==> config.mk <==
export PLATFORM = sky130hd
export DESIGN_NAME = dmem_port_arbiter
export DESIGN_NICKNAME = d
export VERILOG_FILES = /design/src/rtl/dmem_port_arbiter.sv
export SDC_FILE = /design/constraint.sdc
export NUM_CORES = 1
export LEC_CHECK = 0
export ABC_AREA = 1
export ABC_CLOCK_PERIOD_IN_PS = 10000
export CORE_UTILIZATION = 57
export CTS_BUF_LIST = sky130_fd_sc_hd__clkbuf_16
export CTS_CLUSTER_SIZE = 12
export DETAILED_ROUTE_END_ITERATION = 10
export HOLD_SLACK_MARGIN = 0.12
export PLACE_DENSITY = 0.88
export SLEW_MARGIN = 20
export SYNTH_ARGS = -nofsm -noshare
export SYNTH_HDL_FRONTEND = slang
export SYNTH_SLANG_ARGS = --single-unit
==> constraint.sdc <==
create_clock -name CLK -period 10 [get_ports CLK]
set_input_delay 1.5 -clock CLK [delete_from_list [all_inputs] [get_ports CLK]]
set_output_delay 1.5 -clock CLK [all_outputs]
set_load 0.01 [all_outputs]
==> src/rtl/dmem_port_arbiter.sv <==
// Shares the single data-memory port between speculative EXE loads and committed ROB stores.
// Stores queue in an in-order buffer; loads win unless they alias a buffered store or the head store is starved.
module dmem_port_arbiter #(
  parameter int SB_DEPTH     = 4,
  parameter int TAG_W        = 6,
  parameter int STARVE_LIMIT = 3
) (
  input  logic             CLK,
  input  logic             RESET,
  input  logic             ld_valid,
  output logic             ld_ready,
  input  logic [31:0]      ld_addr,
  input  logic [TAG_W-1:0] ld_tag,
  output logic             ld_resp_valid,
  output logic [31:0]      ld_resp_data,
  output logic [TAG_W-1:0] ld_resp_tag,
  input  logic             flush,
  input  logic             st_valid,
  output logic             st_ready,
  input  logic [31:0]      st_addr,
  input  logic [31:0]      st_data,
  input  logic [1:0]       st_size,
  output logic             sb_empty,
  output logic [31:0]      data_address_2DM,
  output logic [31:0]      data_write_2DM,
  output logic [1:0]       data_write_size_2DM,
  output logic             MemRead_2DM,
  output logic             MemWrite_2DM,
  input  logic [31:0]      data_read_fDM
);

  localparam int PTR_W = $clog2(SB_DEPTH);
  localparam int CNT_W = PTR_W + 1;
  localparam int SC_W  = $clog2(STARVE_LIMIT + 1);
  localparam logic [CNT_W-1:0] FULL_CNT   = CNT_W'(SB_DEPTH);
  localparam logic [SC_W-1:0]  STARVE_MAX = SC_W'(STARVE_LIMIT);

  typedef enum logic [1:0] {
    GNT_IDLE  = 2'd0,
    GNT_LOAD  = 2'd1,
    GNT_STORE = 2'd2
  } gnt_e;

  logic [31:0]      sb_addr_r [SB_DEPTH];
  logic [31:0]      sb_data_r [SB_DEPTH];
  logic [1:0]       sb_size_r [SB_DEPTH];
  logic [PTR_W-1:0] head_r;
  logic [PTR_W-1:0] tail_r;
  logic [CNT_W-1:0] count_r;
  logic [SC_W-1:0]  starve_r;

  logic [SB_DEPTH-1:0] ent_hit_s;
  logic                enq_s;
  logic                deq_s;
  logic                full_s;
  logic                nonempty_s;
  logic                in_hit_s;
  logic                conflict_s;
  logic [31:0]         head_addr_s;
  logic                unused_s;
  gnt_e                gnt_s;

  assign full_s     = (count_r == FULL_CNT);
  assign nonempty_s = (count_r != {CNT_W{1'b0}});
  assign st_ready   = !full_s;
  assign sb_empty   = !nonempty_s;
  assign enq_s      = st_valid && st_ready;
  assign deq_s      = (gnt_s == GNT_STORE);
  assign unused_s   = ^ld_addr[1:0];

  // An entry is live when its distance from head is below the occupancy count.
  for (genvar i = 0; i < SB_DEPTH; i++) begin : g_ent
    logic [PTR_W-1:0] off_s;
    assign off_s        = PTR_W'(i) - head_r;
    assign ent_hit_s[i] = ({1'b0, off_s} < count_r) &&
                          (sb_addr_r[i][31:2] == ld_addr[31:2]);
  end

  assign in_hit_s   = enq_s && (st_addr[31:2] == ld_addr[31:2]);
  assign conflict_s = ld_valid && ((|ent_hit_s) || in_hit_s);

  assign head_addr_s = (sb_size_r[head_r] == 2'd0) ?
                       {sb_addr_r[head_r][31:2], 2'b00} : sb_addr_r[head_r];

  // Port grant: forced store, then non-aliasing load, then any store.
  always_comb begin
    gnt_s = GNT_IDLE;
    if ((nonempty_s && (starve_r == STARVE_MAX)) || full_s) begin
      gnt_s = GNT_STORE;
    end else if (ld_valid && !conflict_s) begin
      gnt_s = GNT_LOAD;
    end else if (nonempty_s) begin
      gnt_s = GNT_STORE;
    end else begin
      gnt_s = GNT_IDLE;
    end
  end

  // DM port drive for the granted requester.
  always_comb begin
    ld_ready            = 1'b0;
    MemRead_2DM         = 1'b0;
    MemWrite_2DM        = 1'b0;
    data_address_2DM    = 32'h0000_0000;
    data_write_2DM      = 32'h0000_0000;
    data_write_size_2DM = 2'd0;
    case (gnt_s)
      GNT_LOAD: begin
        ld_ready         = 1'b1;
        MemRead_2DM      = 1'b1;
        data_address_2DM = {ld_addr[31:2], 2'b00};
      end
      GNT_STORE: begin
        MemWrite_2DM        = 1'b1;
        data_address_2DM    = head_addr_s;
        data_write_2DM      = sb_data_r[head_r];
        data_write_size_2DM = sb_size_r[head_r];
      end
      default: begin
        ld_ready = 1'b0;
      end
    endcase
  end

  // Store buffer payload; occupancy tracking makes a reset unnecessary here.
  always_ff @(posedge CLK) begin
    if (enq_s) begin
      sb_addr_r[tail_r] <= st_addr;
      sb_data_r[tail_r] <= st_data;
      sb_size_r[tail_r] <= st_size;
    end
  end

  // Pointers, occupancy and starvation counter.
  always_ff @(posedge CLK or posedge RESET) begin
    if (RESET) begin
      head_r   <= {PTR_W{1'b0}};
      tail_r   <= {PTR_W{1'b0}};
      count_r  <= {CNT_W{1'b0}};
      starve_r <= {SC_W{1'b0}};
    end else begin
      if (deq_s) head_r <= head_r + PTR_W'(1);
      if (enq_s) tail_r <= tail_r + PTR_W'(1);
      case ({enq_s, deq_s})
        2'b10:   count_r <= count_r + CNT_W'(1);
        2'b01:   count_r <= count_r - CNT_W'(1);
        default: count_r <= count_r;
      endcase
      if (deq_s || !nonempty_s) begin
        starve_r <= {SC_W{1'b0}};
      end else if ((gnt_s == GNT_LOAD) && (starve_r != STARVE_MAX)) begin
        starve_r <= starve_r + SC_W'(1);
      end else begin
        starve_r <= starve_r;
      end
    end
  end

  // Load response, one cycle after the grant; flush in the grant cycle squashes it.
  always_ff @(posedge CLK or posedge RESET) begin
    if (RESET) begin
      ld_resp_valid <= 1'b0;
      ld_resp_data  <= 32'h0000_0000;
      ld_resp_tag   <= {TAG_W{1'b0}};
    end else if (gnt_s == GNT_LOAD) begin
      ld_resp_valid <= !flush;
      ld_resp_data  <= data_read_fDM;
      ld_resp_tag   <= ld_tag;
    end else begin
      ld_resp_valid <= 1'b0;
    end
  end

endmodule

# Word-level counts from Yosys, hierarchy flattened
# Memory sizes are Yosys's and may differ from the RTL's.
# Cells that the tools add are included.
# word_totals
elab_cells	72
ramBits	264
n_memories	3
ff_bits	48
out_inout_bits	110
# mem_list
memory	words	width	read_ports	rd_clocked_by_memory_dff	wr	line	rtl
sb_addr_r	4	32	5	0	1	44	logic [31:0] sb_addr_r [SB_DEPTH];
sb_data_r	4	32	1	0	1	45	logic [31:0] sb_data_r [SB_DEPTH];
sb_size_r	4	2	1	0	1	46	logic [1:0] sb_size_r [SB_DEPTH];
# classes
reduce_logical	22
mux	15
n_eq_ne	12
n_addsub	9
order_cmp	4
# op_table
operator	count
equality test 30 bit	5
case mux 32 bit (2 select lines)	1
2-to-1 mux 32 bit	1
2-to-1 mux 2 bit	7
< comparator 2 x 3 -> 1 bit	4
logical AND 1 bit	10
adder 2 x 1 -> 2 bit (second input constant)	3
equality test 2 bit (second input constant)	3
case mux 3 bit (2 select lines)	1
2-to-1 mux 1 bit	5
equality test 2 x 1 -> 1 bit (second input constant)	2
zero test 1 bit	4
nonzero test 2 bit	2
OR reduction 4 bit	1
subtractor 1 x 2 -> 2 bit (first input constant)	2
subtractor 2 bit (first input constant)	2
adder 3 x 1 -> 3 bit (second input constant)	1
equality test 3 bit (second input constant)	1
logical OR 1 bit	3
nonzero test 3 bit	1
subtractor 3 x 1 -> 3 bit (second input constant)	1
zero test 2 bit	1
!= test 2 bit (second input constant)	1

# Logic depth before layout (Yosys ltp)
# Gate-level depths: netlist (run 1).
# logic_depth
word_depth	14
depth_mapped	23
depth_no_buf	23

# Worst setup path after synthesis (run 1)
# OpenSTA, ideal clock, no wires.
# synth_timing
path_type	input to output
startpoint	input ld_addr[15]
endpoint	output data_address_2DM[10]
cell_stages	17
setup_slack_ps	4885
arrival_ps	3615
cell_sequence	buf_2 > xor2_1 > nor2_1 > nand2_1 > nor2_1 > nand3_1 > nor2_1 > nor2_2 > nand2_2 > nand2_1 > nand2_1 > ha_1 > clkinv_1 > nor2_1 > inv_1 > clkbuf_1 > o22ai_1
# synth_via
elab_chain_len	11
word_cells_on_any_way	20
classes_between	eq/ne (7); mux (3); reduce/logical (10)
# synth_lines
element	line	rtl
start: declaration	12	input logic [31:0] ld_addr,
equality test 30 bit	76	(sb_addr_r[i][31:2] == ld_addr[31:2]);
logical AND 1 bit	75	assign ent_hit_s[i] = ({1'b0, off_s} < count_r) &&
OR reduction 4 bit	80	assign conflict_s = ld_valid && ((|ent_hit_s) || in_hit_s);
logical OR 1 bit *	80	
logical AND 1 bit *	80	
zero test 1 bit *	90	end else if (ld_valid && !conflict_s) begin
logical AND 1 bit *	90	
2-to-1 mux 2 bit *	90	
2-to-1 mux 2 bit *	88	if ((nonempty_s && (starve_r == STARVE_MAX)) || full_s) begin
equality test 2 bit or equality test 2 x 1 -> 1 bit (tied branches)	107	case (gnt_s)
case mux 32 bit (2 select lines) *	107	
end: declaration	24	output logic [31:0] data_address_2DM,
# Every way passes the cells marked *; elsewhere a longest branch is shown, timed or not.

# Worst setup path after layout (run 1)
# layout_timing
startpoint	input ld_addr[18]
endpoint	output data_address_2DM[13]
# Same word-level chain as after synthesis.

==> results of run 1 <==
==> state kept, by name, summed over array words and instances (netlist names) <==
name,flops
count_r,3
head_r,2
ld_resp_data,32
ld_resp_tag,6
ld_resp_valid,1
sb_addr_r,128
sb_data_r,128
sb_size_r,8
starve_r,2
tail_r,2
==> synthesized netlist by cell type, types with 2 or more instances <==
library cell	number	area share, %
a21oi_1	36	1.3
a221oi_1	33	2.0
a22o_1	6	0.37
a22oi_1	64	3.4
buf_2	35	1.2
buf_4	11	0.58
buf_6	2	0.16
clkbuf_1	21	0.56
clkinv_1	2	0.053
dfrtp_1	48	8.5
edfxtp_1	264	56
ha_1	12	1.1
inv_1	89	2.4
inv_2	14	0.37
nand2_1	290	7.7
nand2_4	4	0.32
nand3_1	16	0.57
nand4_1	10	0.44
nor2_1	83	2.2
nor2_2	5	0.22
nor2_4	2	0.16
nor3_1	5	0.18
o21ai_0	10	0.35
o21ai_1	11	0.39
o22ai_1	37	1.6
o2bb2ai_1	18	1.1
xnor2_1	51	3.2
xor2_1	50	3.1
==> cell usage in the layout (no fill, tap or decap), types with 7 or more instances in the layout <==
| cell | n |
|---|---|
| nor2_4 | 7 |
| clkdlybuf4s50_1 | 248 |
| nand2_1 | 290 |
| nor2_1 | 79 |
| o22ai_1 | 37 |
| ha_1 | 12 |
| edfxtp_1 | 264 |
| clkinv_2 | 7 |
| buf_4 | 12 |
| inv_2 | 15 |
| a21oi_1 | 36 |
| o21ai_1 | 11 |
| xnor2_1 | 51 |
| a22oi_1 | 64 |
| clkbuf_16 | 38 |
| dfrtp_1 | 48 |
| xor2_1 | 50 |
| a221oi_1 | 33 |
| o21ai_0 | 10 |
| nand3_1 | 16 |
| inv_1 | 94 |
| nand4_1 | 10 |
| o2bb2ai_1 | 18 |
==> power groups by stage <==
stage / registers, mW / logic (mW) / clock network, mW
final: 1.88 / 1.94 / 1.18
after global routing: 1.91 / 2.08 / 1.24
after CTS: 1.88 / 1.93 / 1.19
after detailed placement: 1.90 / 1.91 / 0
after global placement: 1.88 / 1.87 / 0
after floorplan: 1.92 / 1.03 / 0
==> stage by stage <==
step	util [%]	total power [mW]	setup WS, ns
2_1_floorplan	-	2.950	4.885
3_3_place_gp	69.09	3.754	3.336
3_5_place_dp	69.09	3.816	3.286
4_1_cts	73.40	4.997	3.229
5_1_grt	73.41	5.224	2.818
6_report	73.41	5.003	3.162
==> critical path, stage by stage <==
cell,delay [ns]
clkdlybuf4s50_1,0.66
inv_1,0.11
nand2_1,0.08
nand2_1,0.05
nor3_1,0.13
nand2_1,0.09
nor2_1,0.19
nand3_1,0.13
nor2_1,0.13
nor2_2,0.07
nand2_2,0.10
nand2_1,0.07
nand2_1,0.06
ha_1,0.29
clkinv_1,0.13
nor2_1,0.22
inv_1,0.07
buf_4,0.28
o21ai_1,0.36
clkdlybuf4s50_1,0.60
==> worst max path at each step <==
| stage | depth (start not counted) | end | from |
|---|---|---|---|
| 2_1_floorplan | 17 | data_address_2DM[10] | ld_addr[15] |
| 3_3_place_gp | 19 | data_address_2DM[13] | ld_addr[25] |
| 3_5_place_dp | 20 | data_address_2DM[13] | ld_addr[18] |
| 4_1_cts | 20 | data_address_2DM[13] | ld_addr[18] |
| 5_1_grt | 20 | data_address_2DM[29] | ld_addr[18] |
| 6_report | 20 | data_address_2DM[13] | ld_addr[18] |
==> logic make-up after synthesis <==
kind of cell | count (synthesis)
AO/OA/AOI/OAI | 217
XOR/XNOR | 101
adder cells (fa/ha/maj) | 13
buffers and inverters | 175
flip-flops | 312
AND/OR/NAND/NOR | 417
==> per-layer routing <==
metal  global-route usage (%)  share of wire (%)  up-vias  wire (µm)
li1                         -                  -     4769          -
met1                    37.54                 37     5051      13880
met2                    47.76                 48      739      18000
met3                    8.101                 12      114       4527
met4                    14.34                3.7        4       1386
met5                        0              0.066        -         25
==> layout make-up <==
| cell class | instances | area [µm²] | share of cell area [%] |
|---|---|---|---|
| diodes | 1 | 2.502 | 0.01402 |
| clock buffers | 38 | 950.9 | 5.326 |
| clock inverters | 19 | 96.34 | 0.5396 |
| inverters | 105 | 395.4 | 2.215 |
| multi-input cells | 748 | 4302 | 24.09 |
| flip-flops and latches | 312 | 9129 | 51.13 |
| well taps | 324 | 405.4 | 2.271 |
| repair buffers | 260 | 2572 | 14.41 |
==> results.yml, run 1 <==
setup_path:
  path_class: "primary input to output port"
  reg2reg_depth: 20
  endpoint_kind: "output port"
  critPathArrivalTime_ns: 5.34
  reg2reg_slack_ns: 5.95
  r2r_start: "head_r[0]"
  cp-start-kind: "primary input"
  regToRegEndpoint: "count_r[2]"
  cp_max_fo: 30
  worst-endpoint-required_ns: 8.50
timing:
  timing.fmax_ghz: 0.1463
  finalHoldViolations: 0
  min_period_ns: 6.838
  tns_ns: 0
  setup_viol: 0
  clock_skew_ns: 0.01361
  maxSlewViolCount: 0
  rsz0062_at_grt: "false"
  whs_ns: 0.4678
  relSlewSlack_pct: 28.60
  period_share_pct: 68.38
  worst_pin_slew_ns: 1.071
yosys:
  ys_seq_area_share_pct: 64.50
  synth_xor_area_share_pct: 6.251
  synth_top_family_by_area: "simple AND/OR/NAND/NOR gates"
  synthMuxAreaShare_pct: 0
  synth_edf_count: 264
  synthSimpleGateAreaFrac_pct: 11.96
  synthesis.area_mm2: 0.01415
  ys_ff_latch: 312
  syn-num-nets: 1389
  ys.flop_type: "edfxtp_1"
  async_flop_share_pct: 15.38
  syn_inst: 1235
  synth_compound_area_share_pct: 10.73
  synthAdderAreaFrac_pct: 1.202
  syn_avg_cell_area_um2: 11.46
  yosysWarningCount: 0
  yosysUniqueCellTypes: 34
pwr:
  power_leakage_nw: 6.785
  power_density_mw_per_mm2: 280.2
  power_switching_mw: 1.782
  ir_worst_vdd_mv: 0.2155
  power_frac_clock_pct: 23.5
  swShare_pct: 35.62
  seq_power_share_pct: 37.7
  p_comb_share_pct: 38.8
  intPower_mw: 3.221
clock_network:
  cts_tree: "built"
  numCtsBuffers: 35
  post_cts_buffers: 0
  clk_pin_slew_ns: 0.05
  post_cts_resized: 0
  ctsRootBufferMaster: "clkbuf_16"
  insertion_delay_ns: 0.51
  cts_hold_buf: 0
  cts_sinks: 312
  clockBufferDepth: 3
  htree_levels: 2
detailed_routing:
  drc: 0
  drt-vias-per-instance: 5.909
  routed_wl_um: 37820
  drt_pass1_iterations: 5
  num_vias: 10680
  drtAntennaViolNets: 0
  post_drt_wl_per_cell_um: 20.93
  drtIter0Drc: 1193
placed_design:
  gp_congestion: 0.9463
  placedCellCount: 1749
  placed_area_mm2: 0.01680
  dp.final_hpwl_um: 23590
  io_buffers: 248
global_route:
  grt_max_degree: 67
  antenna_found_initial: 3
  track_usage_pct: 29.75
  grt_pass1_wl_um: 57940
  grt_pass1_vias: 10840
  grt_overflow_total: 0
layout:
  fillers: 1563
  final_cells: 1807
  syn2layout_area_growth_pct: 26.15
  nNetsFinal: 1616
  final_area_mm2: 0.01785
  drive_above_1_share_pct: 6.208
floorplan:
  start_util_pct: 58.19
  die_y_um: 159.6
  rows: 57
  core_area_mm2: 0.02432
  die_x_um: 159.6
  dieArea_mm2: 0.02546
  pin_count: 251
hold_path:
  holdPathStages: 2
  holdCritStartpoint: "ld_resp_data[25]"
  hold_path_end: "ld_resp_data[25]"
  worstHoldPathType: "flop to flop"
status:
  status: "complete, no violations"
run:
  cap_violations: 0
(Power assumes the default switching activity.)
==> inputs of run 2 (changes only) <==
--- a/config.mk
+++ b/config.mk
@@ -6,13 +6,13 @@
 export NUM_CORES = 1
 export LEC_CHECK = 0
 export ABC_AREA = 1
-export ABC_CLOCK_PERIOD_IN_PS = 10000
-export CORE_UTILIZATION = 57
+export ABC_CLOCK_PERIOD_IN_PS = 5700
+export CORE_UTILIZATION = 48
 export CTS_BUF_LIST = sky130_fd_sc_hd__clkbuf_16
 export CTS_CLUSTER_SIZE = 12
 export DETAILED_ROUTE_END_ITERATION = 10
 export HOLD_SLACK_MARGIN = 0.12
-export PLACE_DENSITY = 0.88
+export PLACE_DENSITY = 0.8
 export SLEW_MARGIN = 20
 export SYNTH_ARGS = -nofsm -noshare
 export SYNTH_HDL_FRONTEND = slang
==> constraint.sdc (replaced) <==
create_clock -name CLK -period 5.7 [get_ports CLK]
set_input_delay 0.855 -clock CLK [delete_from_list [all_inputs] [get_ports CLK]]
set_output_delay 0.855 -clock CLK [all_outputs]
set_load 0.01 [all_outputs]
==> run 2 against run 1 <==
  * Clock power up 78%
  * Wire length up 0.31%
  * Worst setup slack worse by 2.8 ns
  * Via count down 1.8%
  * Core utilization down 11 points
  * Combinational power up 78%
  * Die area up 19%
  * Cell area up 1.0%
  * Critical path type is now flop to output port
  * Sequential cell count unchanged
==> results.yml, run 2 (synthesized netlist as in run 1, its figures left out) <==
layout:
  reg_top3: "sb_addr_r x128, sb_data_r x128, ld_resp_data x32"
  final_common_cell: "nand2_1"
  nNetsFinal: 1625
  syn2layout_area_growth_pct: 27.44
  final_cells: 1885
  drive_above_1_share_pct: 6.676
  post-route-util_pct: 62.50
  final_cell_mix: "nand2_1, edfxtp_1, clkdlybuf4s50_1"
pwr:
  power_leakage_nw: 6.848
  power_density_mw_per_mm2: 490.3
  intPower_mw: 5.712
  power_frac_clock_pct: 23.7
  p_comb_share_pct: 39.0
  power_switching_mw: 3.130
  ir_worst_vdd_mv: 0.3376
  swShare_pct: 35.40
  seq_power_share_pct: 37.3
timing:
  relSlewSlack_pct: 27.58
  rsz0062_at_grt: "false"
  timing.fmax_ghz: 0.1870
  clock_skew_ns: 0.02522
  worst_pin_slew_ns: 1.086
  tns_ns: 0
  period_share_pct: 93.84
  finalHoldViolations: 0
  maxSlewViolCount: 0
  setup_viol: 0
  min_period_ns: 5.349
detailed_routing:
  drt-vias-per-instance: 5.564
  post_drt_wl_per_cell_um: 20.13
  routed_wl_um: 37940
  drc: 0
  drtAntennaViolNets: 0
  drtIter0Drc: 1040
  drt_pass1_iterations: 6
  num_vias: 10490
setup_path:
  critical-path-max-stage-delay_ns: 0.61
  cpMaxStageDelayCell: "clkdlybuf4s50_1"
  crit_end: "data_address_2DM[28]"
  endpoint_kind: "output port"
  reg2reg_slack_ns: 2.06
  path_class: "flop to output port"
  reg2reg_depth: 21
  r2r_start: "head_r[1]"
  cp-start-kind: "flop"
  critPathArrivalTime_ns: 4.49
  critical_path.startpoint: "head_r[1]"
  worst-endpoint-required_ns: 4.85
  cp_max_fo: 22
  cpMostUsedCell: "nand2_1"
  regToRegEndpoint: "count_r[2]"
  crit_chain: "inv_2 > nand2_4 > nand2_1 > inv_1 > ha_1 > a21boi_0 > o21ai_0 > nand4_1 > nor2_1 > nor2_2 > nand2_2 > nand2_1 > nand2_1 > ha_1 > clkinv_1 > nor2_1 > inv_2 > buf_12 > o22ai_1 > clkdlybuf4s50_1"
placed_design:
  dp.final_hpwl_um: 24780
  placedCellCount: 1816
  io_buffers: 248
  gp_congestion: 0.9001
clock_network:
  cts_tree: "built"
  cts_hold_buf: 0
  clk_pin_slew_ns: 0.05
  cts_sinks: 312
  insertion_delay_ns: 0.52
  post_cts_buffers: 0
  clockBufferDepth: 3
  post_cts_resized: 0
  numCtsBuffers: 37
  ctsRootBufferMaster: "clkbuf_16"
  htree_levels: 2
global_route:
  grt_max_degree: 67
  antenna_found_initial: 4
  grt_pass1_wl_um: 57860
  track_usage_pct: 25.04
  grt_overflow_total: 0
  grt_pass1_vias: 10410
run:
  cap_violations: 0
floorplan:
  die_y_um: 173.7
  core_area_mm2: 0.02886
  rows: 62
  start_util_pct: 49.04
  die_x_um: 173.7
  pin_count: 251
  dieArea_mm2: 0.03018
hold_path:
  worstHoldPathType: "flop to flop"
status:
  status: "complete, no violations"
[run 2: changes by cell type in the layout (fill, tap and decap cells not counted), moves of 2 or more]
cell / before / now
buf_4: 12 / 18
clkinv_1: 6 / 12
clkinv_2: 7 / 5
diode_2: 1 / 3
inv_1: 94 / 98
inv_6: 1 / 3
[run 2: power by group through the flow]
stage / sequential (mW) / clock [mW] / combinational (mW)
floorplan: 3.37 / 0 / 1.80
global placement: 3.30 / 0 / 3.36
detailed placement: 3.34 / 0 / 3.42
CTS: 3.30 / 2.13 / 3.45
global route: 3.35 / 2.23 / 3.71
finish: 3.30 / 2.10 / 3.45
[run 2: final cells by class]
| class | count | area (µm²) |
|---|---|---|
| clock buffers | 37 | 925.9 |
| inverters | 105 | 395.4 |
| repair buffers | 267 | 2638 |
| well taps | 384 | 480.5 |
| fillers | 2227 | 10820 |
| multi-input cells | 748 | 4304 |
| flip-flops and latches | 312 | 9130 |
| clock inverters | 29 | 155.1 |
| diodes | 3 | 7.507 |
[run 2: stage by stage]
| step | hold WS [ns] | setup slack [ns] | cell area, µm² | total power, mW |
|---|---|---|---|---|
| finish | 0.4662 | 0.3514 | 18040 | 8.843 |
| global route | 0.4875 | 0.05171 | 18030 | 9.287 |
| CTS | 0.4705 | 0.2080 | 18030 | 8.879 |
| detailed placement | 0.4572 | 0.3215 | 16950 | 6.758 |
| global placement | 0.4529 | 0.3707 | 16950 | 6.668 |
| floorplan | 0.5062 | 1.526 | 14150 | 5.175 |
[run 2: per-layer routing]
layer  track usage, %  routed length [µm]  vias to the layer above
li1                 -                   -                     4789
met1            32.13               14490                     5067
met2            41.25               18370                      543
met3            6.031                3922                       87
met4            9.466                1139                        2
met5                0                  12                        -
[run 2: critical path: cells and delay by family, from the launching register on]
kind / cells / cell delay [ns]
fa+ha+maj: 2 / 0.44
buf+inv: 6 / 1.33
flops: 1 / 0.42
compound gates: 3 / 0.59
simple gates: 9 / 1.21
[run 2: worst min-delay path by stage]
stage                            end  cells past startpoint              from  slack [ns]
floorplan                starve_r[1]                      2       starve_r[1]        0.51
global placement    ld_resp_data[11]                      2  ld_resp_data[11]        0.45
detailed placement    ld_resp_tag[2]                      2    ld_resp_tag[2]        0.46
CTS                   ld_resp_tag[2]                      2    ld_resp_tag[2]        0.47
global route        ld_resp_data[28]                      2  ld_resp_data[28]        0.49
finish                ld_resp_tag[2]                      2    ld_resp_tag[2]        0.47
